`config.mk`:
```
export PLATFORM = sky130hd
export DESIGN_NAME = grant_buffer_fifo
export DESIGN_NICKNAME = d
export VERILOG_FILES = /design/src/rtl/grant_buffer_fifo.sv
export SDC_FILE = /design/constraint.sdc
export NUM_CORES = 1
export LEC_CHECK = 0
export ABC_AREA = 1
export CAP_MARGIN = 20
export CELL_PAD_IN_SITES_DETAIL_PLACEMENT = 1
export CELL_PAD_IN_SITES_GLOBAL_PLACEMENT = 2
export CORE_AREA = 5 5 202 204
export CTS_BUF_LIST = sky130_fd_sc_hd__clkbuf_16
export DETAILED_ROUTE_END_ITERATION = 16
export DIE_AREA = 0 0 207 209
export PLACE_DENSITY_LB_ADDON = 0.2
export SYNTH_ARGS = -nofsm -noshare
export SYNTH_HDL_FRONTEND = slang
export SYNTH_SLANG_ARGS = --single-unit
```
`constraint.sdc`:
```
create_clock -name clk -period 2.9 [get_ports clk]
set_input_delay 0.58 -clock clk [delete_from_list [all_inputs] [get_ports clk]]
set_output_delay 0.58 -clock clk [all_outputs]
set_load 0.02 [all_outputs]
```
`src/rtl/grant_buffer_fifo.sv`:
```
// grant_buffer_fifo
// Circular-buffer queue between a pipeline stage and the shared-resource
// arbiter. Words are queued while grant is withheld and drained one per
// granted cycle. Full / almost-full / empty / count decode from the count
// register only; overflow is sticky until reset or flush.
//
// Optional feature macro: GRANT_BUFFER_BYPASS_EN
//   defined   : a granted cycle with an empty buffer forwards in_data straight
//               to the output register (one-cycle latency).
//   undefined : the same cycle enqueues instead, and the word leaves on the
//               next granted cycle (no in_data -> out_data mux).
//
// Handshake semantics: in_valid qualifies in_data for exactly one cycle and is
// never held off; if the buffer is full and no pop happens the word is dropped
// and overflow latches. arbiter_grant permits one pop (or bypass) in the cycle
// it is high. out_valid is a single-cycle pulse per word with no backpressure.
module grant_buffer_fifo #(
    parameter int DATA_W       = 32,
    parameter int DEPTH        = 8,
    parameter int AFULL_THRESH = DEPTH - 2
) (
    input  logic                    clk,
    input  logic                    reset_n,
    input  logic [DATA_W-1:0]       in_data,
    input  logic                    in_valid,
    input  logic                    arbiter_grant,
    input  logic                    flush,
    output logic                    out_valid,
    output logic [DATA_W-1:0]       out_data,
    output logic                    arbiter_req,
    output logic                    to_stall_mgmt,
    output logic                    almost_full,
    output logic                    buffer_empty,
    output logic                    overflow,
    output logic [$clog2(DEPTH):0]  count
);

    localparam int AW = $clog2(DEPTH);
    localparam int CW = AW + 1;

    localparam logic [CW-1:0] FULL_CNT  = CW'(DEPTH);
    localparam logic [CW-1:0] AFULL_CNT = CW'(AFULL_THRESH);
    localparam logic [CW-1:0] ONE_CNT   = CW'(1);
    localparam logic [AW-1:0] ONE_PTR   = AW'(1);

    // Storage and pointer state
    logic [DATA_W-1:0] r_mem [DEPTH];
    logic [AW-1:0]     r_wr_ptr;
    logic [AW-1:0]     r_rd_ptr;
    logic [CW-1:0]     r_count;

    // Registered outputs
    logic              r_out_valid;
    logic [DATA_W-1:0] r_out_data;
    logic              r_arb_req;
    logic              r_overflow;

    // Per-cycle decisions
    logic              w_full;
    logic              w_empty;
    logic              w_push;
    logic              w_pop;
    logic              w_drop;
    logic              w_bypass;
    logic [CW-1:0]     w_count_next;
    logic              w_out_valid_next;
    logic [DATA_W-1:0] w_out_data_next;
    logic              w_req_next;

    assign w_full  = (r_count == FULL_CNT);
    assign w_empty = (r_count == '0);

    // Decide whether this cycle pushes, pops, drops or bypasses
    always_comb begin
        w_push   = 1'b0;
        w_pop    = 1'b0;
        w_drop   = 1'b0;
        w_bypass = 1'b0;
        if (!arbiter_grant) begin
            // No grant: enqueue if there is room, otherwise the word is lost
            w_push = in_valid && !w_full;
            w_drop = in_valid && w_full;
        end else if (!w_empty) begin
            // Grant with data queued: pop, and the freed slot takes any new word
            w_pop  = 1'b1;
            w_push = in_valid;
        end else begin
`ifdef GRANT_BUFFER_BYPASS_EN
            // Grant while empty: forward the incoming word directly
            w_bypass = 1'b1;
`else
            // Grant while empty: no bypass path, so the word is queued
            w_push = in_valid;
`endif
        end
    end

    // Occupancy after this cycle's push/pop
    always_comb begin
        w_count_next = r_count;
        if (w_push && !w_pop) begin
            w_count_next = r_count + ONE_CNT;
        end else if (w_pop && !w_push) begin
            w_count_next = r_count - ONE_CNT;
        end
    end

    // Next values of the registered output port
    always_comb begin
        w_out_valid_next = 1'b0;
        w_out_data_next  = r_out_data;
        if (w_pop) begin
            w_out_valid_next = 1'b1;
            w_out_data_next  = r_mem[r_rd_ptr];
        end else if (w_bypass) begin
            w_out_valid_next = in_valid;
            w_out_data_next  = in_data;
        end
        // Keep requesting while anything remains queued or is arriving
        w_req_next = (w_count_next != '0) || in_valid;
    end

    // Pointer, count and output register update; flush clears like reset
    always_ff @(posedge clk or negedge reset_n) begin
        if (!reset_n) begin
            r_wr_ptr    <= '0;
            r_rd_ptr    <= '0;
            r_count     <= '0;
            r_out_valid <= 1'b0;
            r_out_data  <= '0;
            r_arb_req   <= 1'b0;
            r_overflow  <= 1'b0;
        end else if (flush) begin
            r_wr_ptr    <= '0;
            r_rd_ptr    <= '0;
            r_count     <= '0;
            r_out_valid <= 1'b0;
            r_out_data  <= '0;
            r_arb_req   <= 1'b0;
            r_overflow  <= 1'b0;
        end else begin
            if (w_push) begin
                r_wr_ptr <= r_wr_ptr + ONE_PTR;
            end
            if (w_pop) begin
                r_rd_ptr <= r_rd_ptr + ONE_PTR;
            end
            if (w_drop) begin
                r_overflow <= 1'b1;
            end
            r_count     <= w_count_next;
            r_out_valid <= w_out_valid_next;
            r_out_data  <= w_out_data_next;
            r_arb_req   <= w_req_next;
        end
    end

    // Storage write; contents are not reset since empty slots are never read
    always_ff @(posedge clk) begin
        if (w_push && !flush) begin
            r_mem[r_wr_ptr] <= in_data;
        end
    end

    assign out_valid     = r_out_valid;
    assign out_data      = r_out_data;
    assign arbiter_req   = r_arb_req;
    assign overflow      = r_overflow;
    assign count         = r_count;
    assign buffer_empty  = w_empty;
    assign to_stall_mgmt = w_full;
    assign almost_full   = (r_count >= AFULL_CNT);

endmodule

```
==> impl_metrics.ini <==
[logic_synthesis]
synth_warnings = 0
synth.distinct_cells = 32
async_flop_share_pct = 15.0
synthCells = 881
yosys.area.top_type = edfxtp_1
ys_ff_latch = 301
seq_area_frac_synth_pct = 74.6
synth_edf_count = 256
synth_area_leaders = edfxtp_1 65%, dfrtp_1 9.5%, nor2_1 4.5%, o21ai_0 4.1%, o221ai_1 3.3%
netlist_area_sq_mm = 0.0118
avgSynthCellArea_sq_um = 13.4
ys.flop_type = edfxtp_1
synthesis.nets = 923
synth_top_area_share_pct = 65.0

[clocking]
post-cts-setup-buffers = 0
path_clk_slew_ns = 0.06
clkSinkCount = 301
cts_made_buffers = 34
clk_latency_ns = 0.52
clockBufferDepth = 3
htree_num_levels = 2
cts-root-buf = clkbuf_16
cts_tree = yes
hold_buffers = 0

[layout]
fillers = 4138
mostFrequentLayoutCells = 256 x edfxtp_1, 134 x nor2_1, 98 x o21ai_0
nets = 1016
final_common_cell = edfxtp_1
drive_gt1_share_pct = 10.9
final_cells = 1524
syn2layout_area_growth_pct = 23.5

[sta]
timing.fmax_mhz = 363
fin_crit_sh_pct = 94.9
setup_viol = 0
drv_slew = 0
worst_hold_slack_ns = 0.0634
rsz0062_at_grt = no
hold_violations = 0
period_minus_slack_ns = 2.75
fin_skew_ns = 0.0253
worst_pin_slew_ns = 0.600
slew_headroom_pct = 60.0

[routing]
ant_nets = 0
drt_first_pass_iters = 5
drt-total-wl_um = 33000
post-route-drc-count = 0
wl_per_cell_um = 21.7
via_count = 7473
viasPerCell = 4.90
drt_iter0_markers = 396

[hold_path]
hp-class = in2async

[global_routing]
antenna_found_initial = 0
gr-total-overflow = 0
grt_usage_pct = 15.1
grt_start_max_net_pins = 54
grt_pass1_vias = 7842
grt_pass1_wl_um = 50000

[pwr]
power_frac_clock_pct = 38.6
power-per-cell-area_mw_per_mm2 = 718
sequentialPowerShare_pct = 47.2
combinationalPowerShare_pct = 14.3
power.leakage_nw = 5.07
ir_drop_mv = 0.285
p_int_w = 0.00773
p_sw_w = 0.00276
swShare_pct = 26.3

[run_status]
status = finished clean

[worst_setup_path]
path_max_fanout = 6
r2r_cells = 8
crit_chain = inv_2 > ha_2 > nand3_1 > inv_1 > clkdlybuf4s50_1
cp.required_ns = 2.32
critPathSlowestCell = clkdlybuf4s50_1
end_kind = output port
cp.arrival_ns = 2.17
cpPeakStageDelay_ns = 0.60
critPathKind = reg2out
startpoint_type = flop

[floorplan]
die-height_um = 209
ioPinCount = 79
dieWidth_um = 207
core_area_sq_mm = 0.0391
num_rows = 73
dieArea_sq_mm = 0.0433
start_util_pct = 30.2

[placement]
dp.final_hpwl_um = 21300
routabilityCongestion = 0.724
port_buffers = 78
dp_cells = 1463

[flow_run]
cap_violations = 0
-- critical path: cells and delay by family, from the launching register on --
| family | cells | cell delay, ns |
|---|---|---|
| adders and majority gates | 1 | 0.25 |
| DFF | 1 | 0.44 |
| and+or+nand+nor | 1 | 0.13 |
| buffers and inverters | 3 | 0.83 |
-- power groups by stage --
stage               clock network [W]  logic, W  registers, W
finish                        0.00404   0.00150       0.00495
global route                  0.00437   0.00164       0.00496
CTS                           0.00417   0.00152       0.00495
detailed placement                  0   0.00152       0.00504
global placement                    0   0.00151       0.00503
floorplan                           0  0.000794       0.00508
-- sequential cells by signal, summed over array words and instances (netlist names) --
register	cells
count	4
overflow	1
r_wr_ptr	3
arbiter_req	1
out_valid	1
out_data	32
r_rd_ptr	3
r_mem	256
-- kinds of logic (layout without fill, tap and decap cells) --
group | count (synthesis) | count (layout) | synth area share (%)
xor gates and xnor gates | 4 | 4 | 0.296
buffers and inverters | 76 | 193 | 3.24
AOI/OAI and AO/OA | 228 | 228 | 11.7
adders and majority gates | 5 | 5 | 0.529
and+or+nand+nor | 267 | 267 | 9.65
DFF | 301 | 301 | 74.6
other | 0 | 1 | 0
-- stage by stage --
step | setup TNS [ns] | total power (W) | util (%) | worst slack, ns | area, sq um
2_1_floorplan | -69.13 | 0.00588 | - | -0.309 | 11800
5_1_grt | 0 | 0.0110 | 37.3 | 0.0460 | 14600
6_report | 0 | 0.0105 | 37.3 | 0.149 | 14600
4_1_cts | 0 | 0.0106 | 37.3 | 0.0320 | 14600
3_3_place_gp | 0 | 0.00654 | 34.7 | 0.226 | 13500
3_5_place_dp | 0 | 0.00655 | 34.7 | 0.207 | 13500
-- final timing paths --
kind	start	end	slack [ns]
worst max-delay path	count[0]$_DFF_PN0_	to_stall_mgmt	0.15
worst min-delay path	reset_n	r_rd_ptr[1]$_DFFE_PN0P_	0.06
worst min register to register	overflow$_DFFE_PN0P_	overflow$_DFFE_PN0P_	0.50
min in group clk	overflow$_DFFE_PN0P_	overflow$_DFFE_PN0P_	0.50
max in group asynchronous	reset_n	out_data[20]$_DFFE_PN0P_	2.10
worst max register to register	count[0]$_DFF_PN0_	r_mem[5][11]$_DFFE_PP_	0.54
-- layout make-up --
class / count / area (sq um) / area share (%)
Multi-Input combinational cell: 504 / 2690 / 18.4
Clock buffer: 35 / 876 / 6.00
Inverter: 17 / 67.6 / 0.463
Sequential cell: 301 / 8820 / 60.4
Timing Repair Buffer: 116 / 1320 / 9.07
Tap cell: 525 / 657 / 4.50
Clock inverter: 25 / 168 / 1.15
Antenna cell: 1 / 2.50 / 0.0171
-- per-layer routing --
layer	global-route usage [%]	up-vias	share of wire, %
met5	0	-	0
li1	-	3476	-
met1	22.8	3830	51
met4	3.60	0	1.8
met3	2.33	40	3.4
met2	22.8	127	44
-- timing repair --
action                                  4_1_cts  5_1_grt
pin swaps                                     0        0
hold endpoints to repair                      0        0
endpoints found under the setup margin        1        1
gates resized for setup                       1        1
-- cell usage after synthesis (5+ instances only) --
cell      instances
o21ai_1          37
buf_2             6
clkbuf_1         36
ha_1              5
dfrtp_1          45
o221ai_1         44
inv_1            10
nor2_1          142
o211ai_1         20
nand2_1          63
o21ai_0          98
buf_4            11
buf_6             6
nand3_1          51
o22ai_1          20
edfxtp_1        256
a21oi_1           8
Power figures use the tool's default switching activity.
